[src/rtl/iitb_pkg.sv]
// Shared types and constants for the IITB-RISC core: 16-bit words,
// fetch-queue entries, opcode encodings and the default reset PC.
package iitb_pkg;

   typedef logic [15:0] word_t;

   typedef struct packed {
      word_t pc;
      word_t instr;
   } fetch_entry_t;

   localparam word_t DEFAULT_RESET_PC = 16'h0000;

   localparam logic [3:0] OP_ADD = 4'b0000;
   localparam logic [3:0] OP_ADI = 4'b0001;
   localparam logic [3:0] OP_NDU = 4'b0010;
   localparam logic [3:0] OP_LHI = 4'b0011;
   localparam logic [3:0] OP_LW  = 4'b0100;
   localparam logic [3:0] OP_SW  = 4'b0101;
   localparam logic [3:0] OP_BEQ = 4'b1100;
   localparam logic [3:0] OP_JAL = 4'b1000;
   localparam logic [3:0] OP_JLR = 4'b1001;

endpackage

[src/rtl/fetch_queue.sv]
// Synchronous FIFO of fetch entries with flush; QDEPTH must be a power of two
// so the pointers wrap naturally.
module fetch_queue
   import iitb_pkg::*;
#(
   parameter int QDEPTH = 2
) (
   input  logic                         clk,
   input  logic                         rst,
   input  logic                         i_push,
   input  logic                         i_pop,
   input  logic                         i_flush,
   input  fetch_entry_t                 i_wdata,
   output fetch_entry_t                 o_rdata,
   output logic [$clog2(QDEPTH+1)-1:0]  o_count,
   output logic                         o_full,
   output logic                         o_empty
);

   localparam int PW = $clog2(QDEPTH);
   localparam int CW = $clog2(QDEPTH+1);

   fetch_entry_t   r_mem [QDEPTH];
   logic [PW-1:0]  r_head;
   logic [PW-1:0]  r_tail;
   logic [CW-1:0]  r_count;

   always_ff @(posedge clk or posedge rst) begin
      if (rst) begin
         r_head  <= '0;
         r_tail  <= '0;
         r_count <= '0;
      end else if (i_flush) begin
         r_head  <= '0;
         r_tail  <= '0;
         r_count <= '0;
      end else begin
         if (i_push) r_tail <= r_tail + 1'b1;
         if (i_pop)  r_head <= r_head + 1'b1;
         case ({i_push, i_pop})
            2'b10:   r_count <= r_count + 1'b1;
            2'b01:   r_count <= r_count - 1'b1;
            default: r_count <= r_count;
         endcase
      end
   end

   // Storage carries no reset; entries are only observed while counted valid.
   always_ff @(posedge clk) begin
      if (i_push && !i_flush) r_mem[r_tail] <= i_wdata;
   end

   assign o_rdata = r_mem[r_head];
   assign o_count = r_count;
   assign o_full  = (r_count == CW'(QDEPTH));
   assign o_empty = (r_count == '0);

endmodule

[src/rtl/fetch_ctrl.sv]
// Instruction-fetch controller: owns the fetch PC, drives the async ROM and
// queues {pc, instr} for decode. Define FETCH_DBG_PORT_EN for the debug read port.
module fetch_ctrl
   import iitb_pkg::*;
#(
   parameter word_t RESET_PC = DEFAULT_RESET_PC,
   parameter int    QDEPTH   = 2
) (
   input  logic  clk,
   input  logic  rst,
   output word_t rom_addr,
   input  word_t rom_data,
   input  logic  redirect_valid,
   input  word_t redirect_pc,
   output logic  out_valid,
   input  logic  out_ready,
   output word_t out_instr,
   output word_t out_pc
`ifdef FETCH_DBG_PORT_EN
   ,
   input  logic  dbg_req,
   input  word_t dbg_addr,
   output logic  dbg_gnt,
   output logic  dbg_rvalid,
   output word_t dbg_rdata
`endif
);

   word_t                        r_fetch_pc;
   logic                         w_gnt;
   logic                         w_push;
   logic                         w_pop;
   logic                         w_full;
   logic                         w_empty;
   logic [$clog2(QDEPTH+1)-1:0]  w_count;
   fetch_entry_t                 w_wdata;
   fetch_entry_t                 w_head;

`ifdef FETCH_DBG_PORT_EN
   logic  r_dbg_rvalid;
   word_t r_dbg_rdata;

   assign w_gnt = dbg_req;

   always_ff @(posedge clk or posedge rst) begin
      if (rst) begin
         r_dbg_rvalid <= 1'b0;
         r_dbg_rdata  <= '0;
      end else begin
         r_dbg_rvalid <= w_gnt;
         if (w_gnt) r_dbg_rdata <= rom_data;
      end
   end

   assign dbg_gnt    = w_gnt;
   assign dbg_rvalid = r_dbg_rvalid;
   assign dbg_rdata  = r_dbg_rdata;
`else
   assign w_gnt = 1'b0;
`endif

   assign rom_addr = w_gnt ? dbg_addr_sel() : r_fetch_pc;

   // A redirect discards this cycle's pop; the redirecting stage owns the head.
   assign w_pop  = !w_empty && out_ready && !redirect_valid;
   assign w_push = !redirect_valid && !w_gnt && (!w_full || w_pop);

   assign w_wdata = '{pc: r_fetch_pc, instr: rom_data};

   always_ff @(posedge clk or posedge rst) begin
      if (rst)                 r_fetch_pc <= RESET_PC;
      else if (redirect_valid) r_fetch_pc <= redirect_pc;
      else if (w_push)         r_fetch_pc <= r_fetch_pc + 16'd1;
   end

   fetch_queue #(
      .QDEPTH (QDEPTH)
   ) u_queue (
      .clk     (clk),
      .rst     (rst),
      .i_push  (w_push),
      .i_pop   (w_pop),
      .i_flush (redirect_valid),
      .i_wdata (w_wdata),
      .o_rdata (w_head),
      .o_count (w_count),
      .o_full  (w_full),
      .o_empty (w_empty)
   );

   assign out_valid = (w_count != '0);
   assign out_instr = w_head.instr;
   assign out_pc    = w_head.pc;

   function automatic word_t dbg_addr_sel();
`ifdef FETCH_DBG_PORT_EN
      return dbg_addr;
`else
      return r_fetch_pc;
`endif
   endfunction

endmodule

[config.mk]
export PLATFORM = sky130hd
export DESIGN_NAME = fetch_ctrl
export DESIGN_NICKNAME = d
export VERILOG_FILES = /design/src/rtl/iitb_pkg.sv /design/src/rtl/fetch_queue.sv /design/src/rtl/fetch_ctrl.sv
export SDC_FILE = /design/constraint.sdc
export NUM_CORES = 1
export LEC_CHECK = 0
export CORE_ASPECT_RATIO = 1.1
export CORE_MARGIN = 2
export CORE_UTILIZATION = 35
export CTS_CLUSTER_DIAMETER = 60
export DETAILED_ROUTE_END_ITERATION = 7
export SKIP_CTS_REPAIR_TIMING = 1
export SLEW_MARGIN = 5
export SYNTH_ARGS = -nofsm -noshare
export SYNTH_HDL_FRONTEND = slang
export SYNTH_HIERARCHICAL = 1
export SYNTH_SLANG_ARGS = --single-unit
[constraint.sdc]
create_clock -name clk -period 10.5 [get_ports clk]
set_clock_uncertainty 0.2 [all_clocks]
set_input_delay 3.15 -clock clk [delete_from_list [all_inputs] [get_ports clk]]
set_output_delay 3.15 -clock clk [all_outputs]
set_load 0.02 [all_outputs]
==> out/metrics.cfg <==
[global_routing]
grt_overflow = 0
grt_pass1_vias = 2125
grt_pass1_wl_mm = 10.7
globalRouteTotalUtil_pct = 12.6
grt_max_degree = 34
antenna_found_initial = 0
grt_use_met3_pct = 2.96
grt_util_met1_pct = 15.6
globalRouteMet2Util_pct = 20.8
grt.busiest_layer = met2

[drt]
detail-route-antenna-nets = 0
dr.pass1.iters = 4
routed_via_density = 4.59
postRouteWirelength_mm = 6.80
avgRoutedWirePerCell_um = 14.4
route.detailed.drc = 0
initialDrtViolationCount = 179
via_count = 2161

[logic_synthesis]
synth_enable_flop_cells = 64
avgSynthCellArea_um2 = 15.5
synth_compound_area_share_pct = 6.39
syn_inst = 236
ys_seq_area_share_pct = 66.2
synth_simple_gate_area_share_pct = 8.10
ys.flop_type = edfxtp_1
async_flop_share_pct = 23.8
yosysWarnings = 6
synth_xor_area_share_pct = 2.39
synth_top_family_by_area = multiplexers
synth_area_mm2 = 0.00366
syn-num-nets = 273
ys_ff_latch = 84
synth.area.mux_share_pct = 13.1
synthAdderAreaFrac_pct = 0.342
ys_types = 45

[worst_setup_path]
cp_cell_sequence = mux2_1 > clkdlybuf4s50_1
cp-end-kind = output pin
crit_family = flip-flops
max_stage_delay_ns = 1.04
cp_data_arrival_time_ns = 2.35
timing.rr.start = u_queue/o_count[0]
crit_buf_inv = 1
crit_required_ns = 7.15
slowest_stage = dfrtp_2
critical_path_class = flip-flop to output pin
rr_endpoint = u_queue/r_mem[1][3]
crit_path_max_fanout = 33
r2r_slack_ns = 8.04
startpoint_type = flip-flop
worst-r2r-cell-count = 4

[timing]
max_freq_ghz = 0.176
fin_crit_ns = 5.70
tns_ns = 0
holdWs_ns = 0.346
finalHoldViolCount = 0
min_period_over_period_pct = 54.3
finalSetupViolations = 0
tightest_slew_ns = 1.03
rsz0062_at_grt = no
slew_headroom_pct = 31.3
slew_viol_final = 0

[die]
fp.coreArea_mm2 = 0.0103
floorplan.initialDensity_pct = 35.5
pin_count = 85
fp.dieW_um = 102
dieHeight_um = 111
die-area_mm2 = 0.0113
rows = 39

[clock_network]
clkSinkCount = 84
ctsLongestPathBuffers = 2
clockRootBuffer = clkbuf_16
cts_made_buffers = 9
clkTransAtPathRegs_ns = 0.07
cts.htree.levels = 3
clk_latency_ns = 0.33
cts_tree = yes

[status]
status = finished clean

[min_path]
hold-path-endpoint = u_queue/r_mem[0][31]
hold_path.class = flip-flop to flip-flop
hp-start = rom_addr[15]
whs_path_depth = 0

[layout]
drive_gt1_share_pct = 17.1
diodes = 0
fill_cells = 889
final_nets = 360
fin_area_mm2 = 0.00493
instances_no_fill = 471
area_delta_synth_final_pct = 34.7

[run]
cap_viol_max_count = 0

[power_and_ir_drop]
power_mw = 0.877
powerDensity_mw_per_mm2 = 178
power.leakage_nw = 1.78
vdd_drop_max_mv = 0.0885

[placement]
io_buffers = 84
dp_cells = 455
gp_congestion = 0.824
dp_hpwl_mm = 4.64
place_area_mm2 = 0.00462

## sequential cells by signal (all words and copies together), names as in the netlist
| name | cells |
|---|---|
| u_queue/r_mem | 64 |
| u_queue/o_count | 2 |
| u_queue/r_head | 1 |
| u_queue/r_tail | 1 |
| rom_addr | 16 |
## final cells by class
class	instances	area (µm²)	area share (%)
clock buffers	9	225	4.57
clock inverters	7	81.3	1.65
inverters	11	41.3	0.838
multi-input cells	130	1120	22.6
flip-flops and latches	84	2420	49.2
well taps	143	179	3.63
repair buffers	87	863	17.5
## per-layer routing
layer | share of wire, % | wire length [µm]
met1 | 42 | 2880
met2 | 51 | 3470
met3 | 4.9 | 335
met4 | 1.6 | 106
met5 | 0 | 0
## worst max path at each step
stage	cells after the start	end	slack (ns)	startpoint
finish	2	out_pc[8]	4.80	u_queue/r_head
global route	2	out_pc[3]	4.69	u_queue/r_head
CTS	2	out_pc[4]	4.77	u_queue/r_head
detailed placement	7	rom_addr[14]	4.85	redirect_valid
global placement	6	rom_addr[9]	4.90	redirect_valid
floorplan	4	u_queue/r_mem[0][0]	3.61	redirect_valid
## Yosys cell counts, drive strengths merged (2+ instances only)
cell type	instances	share of area (%)
edfxtp	64	53
mux2	32	13
dfrtp	20	14
nand2	16	1.6
inv	11	1.1
nor2	10	1.0
o21ai	10	1.4
xnor2	8	1.9
buf	6	1.8
a31oi	5	0.85
clkbuf	5	0.51
nand3	4	0.55
or4	4	0.82
a2111oi	3	1.2
nor3b	3	0.75
o31ai	3	0.62
a211oi	2	0.41
a21oi	2	0.27
and2	2	0.34
and3b	2	0.48
nand2b	2	0.34
nand4	2	0.34
nor3	2	0.41
or3b	2	0.48
xor2	2	0.48
## through the flow
stage                     setup slack (ns)  utilization (%)
after floorplan                       3.61                -
after global placement                4.90             44.9
after detailed placement              4.85             44.9
after CTS                             4.77             47.9
after global routing                  4.69             47.9
final                                 4.80             47.9
## placed cells by master, fill, tap and decap left out, types with 2 or more instances in the layout
master and instances:
inv_6 3, o21ai_0 9, clkbuf_16 9, xnor2_1 8, nor2_1 10, nand2_1 16, inv_1 10, a2111oi_0 2
o31ai_1 3, buf_4 3, clkinv_4 2, mux2_1 3, a21oi_1 2, mux2_4 29, edfxtp_1 64, nor3b_2 2
xor2_1 2, nand4_1 2, a211oi_1 2, nand2b_1 2, or4_1 4, a31oi_1 5, and2_1 2, nand3_1 4
or3b_1 2, clkdlybuf4s50_1 84, dfrtp_1 19
## worst register-to-register path: stages, from the launching register on
cell and delay, ns:
dfrtp_1 0.43, nor2_1 0.08, nand2b_1 0.17, a21oi_1 0.41, and3b_2 0.78
## where the power goes
| part | total (mW) | switching, mW | leakage (nW) | internal [mW] |
|---|---|---|---|---|
| Clock | 0.318 | 0.131 | 0.147 | 0.187 |
| Sequential | 0.409 | 0.0238 | 0.827 | 0.385 |
| Combinational | 0.150 | 0.0697 | 0.807 | 0.0803 |
| Total | 0.877 | 0.224 | 1.78 | 0.653 |
## cells by family (layout without fill, tap and decap cells)
kind of cell / after synthesis / in the layout
flops: 84 / 84
simple gates: 54 / 54
mux: 33 / 33
compound gates: 32 / 32
buf+inv: 22 / 114
xor+xnor: 10 / 10
fa+ha+maj: 1 / 1
No activity file was read; power rests on OpenSTA's default activity.
